## src/rtl/vex_bus_pkg.sv

```systemverilog
// Shared encodings for the VexRiscv / debug bus bridge.
package vex_bus_pkg;

    // Which master owns the transaction currently on the memory bus.
    typedef enum logic [1:0] {
        OWN_I   = 2'd0,
        OWN_D   = 2'd1,
        OWN_DBG = 2'd2
    } owner_t;

    // Bridge sequencing: IDLE accepts a grant, WAIT counts down to the response cycle.
    typedef enum logic {
        ST_IDLE = 1'b0,
        ST_WAIT = 1'b1
    } state_t;

    // Supported memory read latency range and the counter width that covers it.
    localparam int MEM_LAT_MIN = 1;
    localparam int MEM_LAT_MAX = 3;
    localparam int CNT_W       = 2;

endpackage

```

## src/rtl/vex_bus_bridge_prio_enc.sv

```systemverilog
// Fixed-priority grant encoder: debug beats dBus beats iBus.
module bus_prio_enc
    import vex_bus_pkg::*;
(
    input  logic   req_dbg,
    input  logic   req_d,
    input  logic   req_i,
    output logic   grant,
    output owner_t owner
);

    // Pick the highest-priority active requester.
    always_comb begin
        grant = 1'b0;
        owner = OWN_I;
        if (req_dbg) begin
            grant = 1'b1;
            owner = OWN_DBG;
        end else if (req_d) begin
            grant = 1'b1;
            owner = OWN_D;
        end else if (req_i) begin
            grant = 1'b1;
            owner = OWN_I;
        end
    end

endmodule

```

## src/rtl/vex_bus_bridge.sv

```systemverilog
// Non-preemptive arbiter putting iBus, dBus and the debug port onto one memory bus,
// with responses timed to a fixed memory read latency.
module vex_bus_bridge
    import vex_bus_pkg::*;
#(
    parameter int MEM_LAT = 1,   // legal range MEM_LAT_MIN..MEM_LAT_MAX
    parameter int ADDR_W  = 32
) (
    input  logic              clk,
    input  logic              n_reset,
    input  logic              cpu_run,
    input  logic              cpu_n_reset,
    input  logic              icmd_valid,
    input  logic [ADDR_W-1:0] icmd_adr,
    output logic              icmd_ready,
    output logic              irsp_valid,
    output logic [31:0]       irsp_inst,
    input  logic              dcmd_valid,
    input  logic              dcmd_wr,
    input  logic [3:0]        dcmd_mask,
    input  logic [ADDR_W-1:0] dcmd_adr,
    input  logic [31:0]       dcmd_data,
    output logic              dcmd_ready,
    output logic              drsp_valid,
    output logic [31:0]       drsp_data,
    input  logic              dbg_mem_op,
    input  logic [ADDR_W-1:0] dbg_adr,
    input  logic [31:0]       dbg_do,
    input  logic [3:0]        dbg_wren,
    output logic              dbg_mem_rdy,
    output logic [31:0]       dbg_di,
    output logic              mem_op,
    output logic [ADDR_W-1:0] mem_adr,
    output logic [31:0]       mem_di,
    output logic [3:0]        mem_wren,
    input  logic [31:0]       mem_do
);

    state_t             state_reg, state_next;
    owner_t             owner_reg, owner_next;
    logic [CNT_W-1:0]   cnt_reg, cnt_next;
    logic               armed_reg, armed_next;    // debug may issue one access
    logic               wr_reg, wr_next;          // dBus transaction is a write
    logic               killed_reg, killed_next;  // CPU was reset during this transaction

    logic               grant;
    owner_t             grant_owner;
    logic               cpu_ok;
    logic               cpu_kill;

    assign cpu_ok   = cpu_run && cpu_n_reset;
    // Any sight of cpu_n_reset low while the transaction is open drops the CPU response.
    assign cpu_kill = killed_reg || !cpu_n_reset;

    bus_prio_enc u_prio (
        .req_dbg (dbg_mem_op && armed_reg),
        .req_d   (dcmd_valid && cpu_ok),
        .req_i   (icmd_valid && cpu_ok),
        .grant   (grant),
        .owner   (grant_owner)
    );

    // State, owner, latency counter and debug arming registers.
    always_ff @(posedge clk or negedge n_reset) begin
        if (!n_reset) begin
            state_reg  <= ST_IDLE;
            owner_reg  <= OWN_I;
            cnt_reg    <= '0;
            armed_reg  <= 1'b1;
            wr_reg     <= 1'b0;
            killed_reg <= 1'b0;
        end else begin
            state_reg  <= state_next;
            owner_reg  <= owner_next;
            cnt_reg    <= cnt_next;
            armed_reg  <= armed_next;
            wr_reg     <= wr_next;
            killed_reg <= killed_next;
        end
    end

    // Grant muxing in IDLE, countdown and single-cycle response pulses in WAIT.
    always_comb begin
        state_next  = state_reg;
        owner_next  = owner_reg;
        cnt_next    = cnt_reg;
        armed_next  = armed_reg || !dbg_mem_op;
        wr_next     = wr_reg;
        killed_next = killed_reg;

        icmd_ready  = 1'b0;
        irsp_valid  = 1'b0;
        irsp_inst   = '0;
        dcmd_ready  = 1'b0;
        drsp_valid  = 1'b0;
        drsp_data   = '0;
        dbg_mem_rdy = 1'b0;
        dbg_di      = '0;
        mem_op      = 1'b0;
        mem_adr     = '0;
        mem_di      = '0;
        mem_wren    = '0;

        case (state_reg)
            ST_IDLE: begin
                // Reset gating keeps the bus quiet while n_reset is held low.
                if (grant && n_reset) begin
                    mem_op      = 1'b1;
                    owner_next  = grant_owner;
                    cnt_next    = CNT_W'(MEM_LAT - 1);
                    wr_next     = 1'b0;
                    killed_next = 1'b0;
                    state_next  = ST_WAIT;
                    case (grant_owner)
                        OWN_DBG: begin
                            mem_adr  = dbg_adr;
                            mem_di   = dbg_do;
                            mem_wren = dbg_wren;
                        end
                        OWN_D: begin
                            mem_adr    = dcmd_adr;
                            mem_di     = dcmd_data;
                            mem_wren   = dcmd_wr ? dcmd_mask : 4'h0;
                            dcmd_ready = 1'b1;
                            wr_next    = dcmd_wr;
                        end
                        default: begin
                            mem_adr    = icmd_adr;
                            icmd_ready = 1'b1;
                        end
                    endcase
                end
            end
            ST_WAIT: begin
                killed_next = killed_reg || !cpu_n_reset;
                if (cnt_reg == '0) begin
                    state_next = ST_IDLE;
                    case (owner_reg)
                        OWN_DBG: begin
                            dbg_mem_rdy = 1'b1;
                            dbg_di      = mem_do;
                            armed_next  = 1'b0;
                        end
                        OWN_D: begin
                            if (!wr_reg && !cpu_kill) begin
                                drsp_valid = 1'b1;
                                drsp_data  = mem_do;
                            end
                        end
                        default: begin
                            if (!cpu_kill) begin
                                irsp_valid = 1'b1;
                                irsp_inst  = mem_do;
                            end
                        end
                    endcase
                end else begin
                    cnt_next = cnt_reg - 1'b1;
                end
            end
            default: state_next = ST_IDLE;
        endcase
    end

endmodule
```

## config.mk

```make
export PLATFORM = sky130hd
export DESIGN_NAME = vex_bus_bridge
export DESIGN_NICKNAME = d
export VERILOG_FILES = /design/src/rtl/vex_bus_pkg.sv /design/src/rtl/vex_bus_bridge_prio_enc.sv /design/src/rtl/vex_bus_bridge.sv
export SDC_FILE = /design/constraint.sdc
export NUM_CORES = 1
export LEC_CHECK = 0
export CAP_MARGIN = 20
export CELL_PAD_IN_SITES_DETAIL_PLACEMENT = 1
export CELL_PAD_IN_SITES_GLOBAL_PLACEMENT = 2
export CORE_MARGIN = 2
export CORE_UTILIZATION = 10
export DETAILED_ROUTE_END_ITERATION = 10
export GPL_ROUTABILITY_DRIVEN = 0
export PLACE_DENSITY_LB_ADDON = 0.1
export SLEW_MARGIN = 20
export SYNTH_ARGS = -nofsm -noshare
export SYNTH_HDL_FRONTEND = slang
export SYNTH_SLANG_ARGS = --single-unit
```

## constraint.sdc

```tcl
create_clock -name clk -period 4.35 [get_ports clk]
set_input_delay 0.87 -clock clk [delete_from_list [all_inputs] [get_ports clk]]
set_output_delay 0.87 -clock clk [all_outputs]
set_load 0.01 [all_outputs]
```

==> results.ini, run 1 <==
[status]
status=finished clean

[cells_and_area]
syn2layout_area_growth_pct=179
nets=943
final_common_cell=clkdlybuf4s50_1
fin_cells=1050
diodes=0
stdcell_area_mm2=0.00654
final_cell_mix=377 x clkdlybuf4s50_1, 96 x and2_1, 57 x nand2_1
drive_above_1_share=0.0383
final_util=0.281

[worst_setup_path]
worstSetupEndpointType=output pin
ff2ff_setup_slack_ns=2.68
rr_startpoint=state_reg$_DFF_PN0_
cp.required_ns=3.48
critPathBufInv=3
worst_ep_arrival_time_ns=3.20
crit_fanout=35
crit_type=input pin to output pin
r2r_end=wr_reg$_DFFE_PN0P_
path_cells=clkdlybuf4s50_1 > and2_2 > buf_12 > nand2_1 > a21oi_1 > clkdlybuf4s50_1
max_stage_delay_ns=0.60
reg2reg_depth=4
path_common_cell=clkdlybuf4s50_1
critPathLaunchType=input pin
path_delay_family=buffers and inverters
cpMaxStageDelayCell=clkdlybuf4s50_1

[sta]
hold_violations=0
finalCriticalPeriod_ns=4.07
worstMarginPinSlew_ns=0.609
fin_hold_ws_ns=0.491
max_slew_margin=0.594
max_clock_freq_mhz=246
rsz0062_at_grt=false
slew_viol_final=0
clock_skew_ns=0.000701
min_period_over_period=0.935
finalSetupViolations=0
tns_ns=0

[clocking]
cts.htree.levels=1
clock_sinks=8
clk_path_buf_depth=2
post_cts_buffers=0
numCtsBuffers=3
cts_resized=0
cts_tree=yes
insertion_delay_ns=0.23
ctsHoldBuffers=0
ctsRootBufferMaster=clkbuf_16
clkTransAtPathRegs_ns=0.04

[yosys]
synth-edff-count=0
synth_nets=587
syn_area_per_cell_um2=6.23
syn_area_mm2=0.00234
async_reset_ff_frac=1.00
synth_seq_cells=8
yosysUniqueCellTypes=34
syn-instance-count=376
yosys_warnings=0
ys.flop_type=dfrtp_1
seq_area_frac_synth=0.0860

[power_and_ir_drop]
ir_drop_mv=0.151
p_leak_nw=2.34
powerDensity_mw_per_mm2=140

[floorplanning]
fp.dieW_um=157
core-area_mm2=0.0233
io_pins=378
fp.dieH_um=157
initial_utilization=0.101
dieArea_mm2=0.0247
core.rowCount=56

[placement]
portBuffers=377
place_inst=1046
detailed_place_hpwl_um=14800
post_dp_cell_area_mm2=0.00646

[worst_hold_path]
hold_path_end=killed_reg$_DFFE_PN0P_
worstHoldPathCells=2
hold_class=register to register
hp-start=killed_reg$_DFFE_PN0P_

[drt]
viasPerCell=3.97
drc=0
ant_nets=0
drt_iter0_drc=166
drt_first_pass_iters=4
wl_um=18300
vias=4173
wl_per_cell_um=17.5

[flow_run]
cap_violations=0

[grt]
grt_pass1_vias=4512
grt_pass1_wl_um=26700
grt_max_degree=59
track_usage=0.139
overflow=0
antenna_found_initial=0

## power by group
group / internal [mW] / leakage (nW) / switching [mW]
clock: 0.122 / 0.0382 / 0.0363
sequential: 0.0857 / 0.103 / 0.00816
combinational: 0.379 / 2.19 / 0.285
total: 0.587 / 2.34 / 0.329
## worst register-to-register path, stage by stage, from the launching register on
cell	delay (ns)
dfrtp_1	0.41
nand2b_2	0.25
a21o_1	0.34
inv_2	0.20
mux2_2	0.35
## through the flow
stage,power [mW],setup WS (ns)
6_report,0.916,0.281
5_1_grt,0.986,0.0946
4_1_cts,0.935,0.236
3_5_place_dp,0.768,0.239
3_3_place_gp,0.763,0.267
2_1_floorplan,0.336,1.70
## area by class of cell
type | instances | area, um2
Sequential cell | 8 | 201
Tap cell | 319 | 399
Multi-Input combinational cell | 320 | 1910
Timing Repair Buffer | 391 | 3920
Inverter | 8 | 30.0
Fill cell | 2780 | 16700
Clock buffer | 4 | 78.8
## per-layer routing
metal / vias to the layer above / global-route usage / share of wire
met5: - / 0 / 0
met4: 0 / 0.0190 / 0.010
met3: 10 / 0.0358 / 0.083
met2: 198 / 0.266 / 0.52
met1: 1937 / 0.156 / 0.38
li1: 2028 / - / -
## Yosys cell counts, drive strengths merged (3+ instances only)
library cell / n / share of area
a22oi: 21 / 0.067
and3: 5 / 0.013
dfrtp: 7 / 0.075
nand3: 33 / 0.073
inv: 8 / 0.013
nor2: 11 / 0.018
nand2: 58 / 0.093
buf: 25 / 0.065
nand4: 4 / 0.011
a21oi: 38 / 0.081
o2bb2ai: 23 / 0.086
nand2b: 3 / 0.0080
a311oi: 9 / 0.034
ha: 3 / 0.016
and2: 97 / 0.26
clkbuf: 15 / 0.025
## logic make-up after synthesis
| kind of cell | share of synthesized area |
|---|---|
| multiplexers | 0.00480 |
| AO/OA/AOI/OAI | 0.294 |
| buffers and inverters | 0.103 |
| AND/OR/NAND/NOR | 0.496 |
| flip-flops | 0.0860 |
| adder cells (fa/ha/maj) | 0.0160 |
## how the worst max path moves through the flow
stage          startpoint    endpoint  slack, ns  depth (start not counted)
3_3_place_gp   dbg_mem_op   mem_di[6]       0.27                          6
4_1_cts        dbg_mem_op   mem_di[6]       0.24                          6
6_report       dbg_mem_op   mem_di[6]       0.28                          6
2_1_floorplan  dbg_mem_op  mem_di[21]       1.70                          5
3_5_place_dp   dbg_mem_op   mem_di[6]       0.24                          6
5_1_grt        dbg_mem_op   mem_di[6]       0.09                          6
Power figures use the tool's default switching activity.
==> inputs of run 2 (changes only) <==
- GPL_TIMING_DRIVEN: default -> 0
==> run 2 against run 1 <==
Largest cell class unchanged. Clock power is essentially flat. Die area is the same. Global-route usage grew 0.38 points. Worst hold slack lost 0.0042 ns. First-iteration DRC count shrank 34%.
==> results.ini, run 2 (synthesized netlist as in run 1, its figures left out) <==
[cells_and_area]
syn2layout_area_growth_pct=182
multi_input_area_mm2=0.00190
diodes=0
seq_area_um2=201
nets=969
drive_above_1_share=0.0462
stdcell_area_mm2=0.00660
final_common_cell=clkdlybuf4s50_1
final_cell_mix=377 x clkdlybuf4s50_1, 97 x and2_1, 58 x nand2_1
nFillCells=2843

[clocking]
cts_resized=0
cts_tree=yes
post_cts_buffers=0
clk_path_buf_depth=2
cts.htree.levels=1
ctsHoldBuffers=0
clock_sinks=8
insertion_delay_ns=0.23
clkTransAtPathRegs_ns=0.04
ctsRootBufferMaster=clkbuf_16
numCtsBuffers=3

[drt]
viasPerCell=4.04
wl_um=19000
drc=0
ant_nets=0
wl_per_cell_um=17.6
vias=4345
drt_first_pass_iters=4
drt_iter0_drc=110

[worst_setup_path]
critPathLaunchType=input pin
cp.required_ns=3.48
worst_ep_arrival_time_ns=3.24
worstSetupEndpointType=output pin
rr_startpoint=armed_reg$_DFF_PN1_
cp-startpoint=dbg_mem_op
crit_fanout=10
crit_type=input pin to output pin

[floorplanning]
dieArea_mm2=0.0247
core-area_mm2=0.0233
fp.dieH_um=157
initial_utilization=0.101
io_pins=378
core.rowCount=56
fp.dieW_um=157

[status]
status=finished clean

[placement]
post_dp_cell_area_mm2=0.00652
detailed_place_hpwl_um=16100
portBuffers=377

[worst_hold_path]
hp-start=killed_reg$_DFFE_PN0P_
hold_class=register to register

[flow_run]
cap_violations=0

[grt]
antenna_found_initial=0
grt_pass1_vias=4748
grt_max_degree=11
grt_pass1_wl_um=27300
overflow=0
track_usage=0.142

[power_and_ir_drop]
p_int_uw=588
p_leak_nw=2.39
ir_drop_mv=0.107
p_total_uw=927
p_sw_frac=0.366
powerDensity_mw_per_mm2=140
pwr-share-clk=0.173
combinationalPowerShare=0.726
p_switching_uw=339
seq_power_share=0.100

[sta]
hold_violations=0
worstMarginPinSlew_ns=0.566
fin_hold_ws_ns=0.487
max_slew_margin=0.622
min_period_over_period=0.946
finalSetupViolations=0
slew_viol_final=0
rsz0062_at_grt=false
max_clock_freq_mhz=243
tns_ns=0
finalCriticalPeriod_ns=4.11
clock_skew_ns=0.00281

-- run 2: cell type report --
| type | instances | share of cell area |
|---|---|---|
| clock buffers | 4 | 0.0119 |
| flip-flops and latches | 8 | 0.0305 |
| inverters | 8 | 0.00455 |
| plain buffers | 40 | 0.0321 |
| repair buffers | 377 | 0.572 |
| multi-input cells | 320 | 0.288 |
| well taps | 319 | 0.0605 |
-- run 2: critical path, cell delays in order --
cell and delay [ns]:
clkdlybuf4s50_1 0.50, nand2_1 0.21, buf_2 0.32, buf_1 0.40
nand3_1 0.13, a21oi_1 0.22, clkdlybuf4s50_1 0.57
-- run 2: routing by layer --
layer | share of wire | GRT usage | up-vias
li1 | - | - | 2082
met1 | 0.36 | 0.151 | 2043
met2 | 0.53 | 0.277 | 206
met3 | 0.093 | 0.0435 | 14
met4 | 0.015 | 0.0277 | 0
met5 | 0 | 0 | -
-- run 2: power groups by stage --
stage / registers [mW] / logic [mW] / clock network, mW
after global placement: 0.0942 / 0.678 / 0
after floorplan: 0.0917 / 0.244 / 0
after detailed placement: 0.0942 / 0.685 / 0
final: 0.0931 / 0.673 / 0.161
after CTS: 0.0933 / 0.688 / 0.165
after global routing: 0.0948 / 0.736 / 0.167
-- run 2: path summary, 6_finish.rpt --
kind | slack [ns] | depth (start not counted) | endpoint
max | 0.24 | 7 | mem_di[17]
max in group asynchronous | 3.10 | 1 | armed_reg$_DFF_PN1_
min | 0.49 | 2 | killed_reg$_DFFE_PN0P_
max reg2reg | 2.71 | 4 | owner_reg[1]$_DFFE_PN0P_
min reg2reg | 0.49 | 2 | killed_reg$_DFFE_PN0P_
min in group asynchronous | 0.93 | 1 | killed_reg$_DFFE_PN0P_
-- run 2: through the flow --
stage	util	std cells	setup WS (ns)
2_1_floorplan	-	376	1.70
6_report	0.284	1076	0.236
5_1_grt	0.284	1076	0.0379
3_5_place_dp	0.280	1072	0.119
4_1_cts	0.284	1076	0.116
3_3_place_gp	0.280	1072	0.210
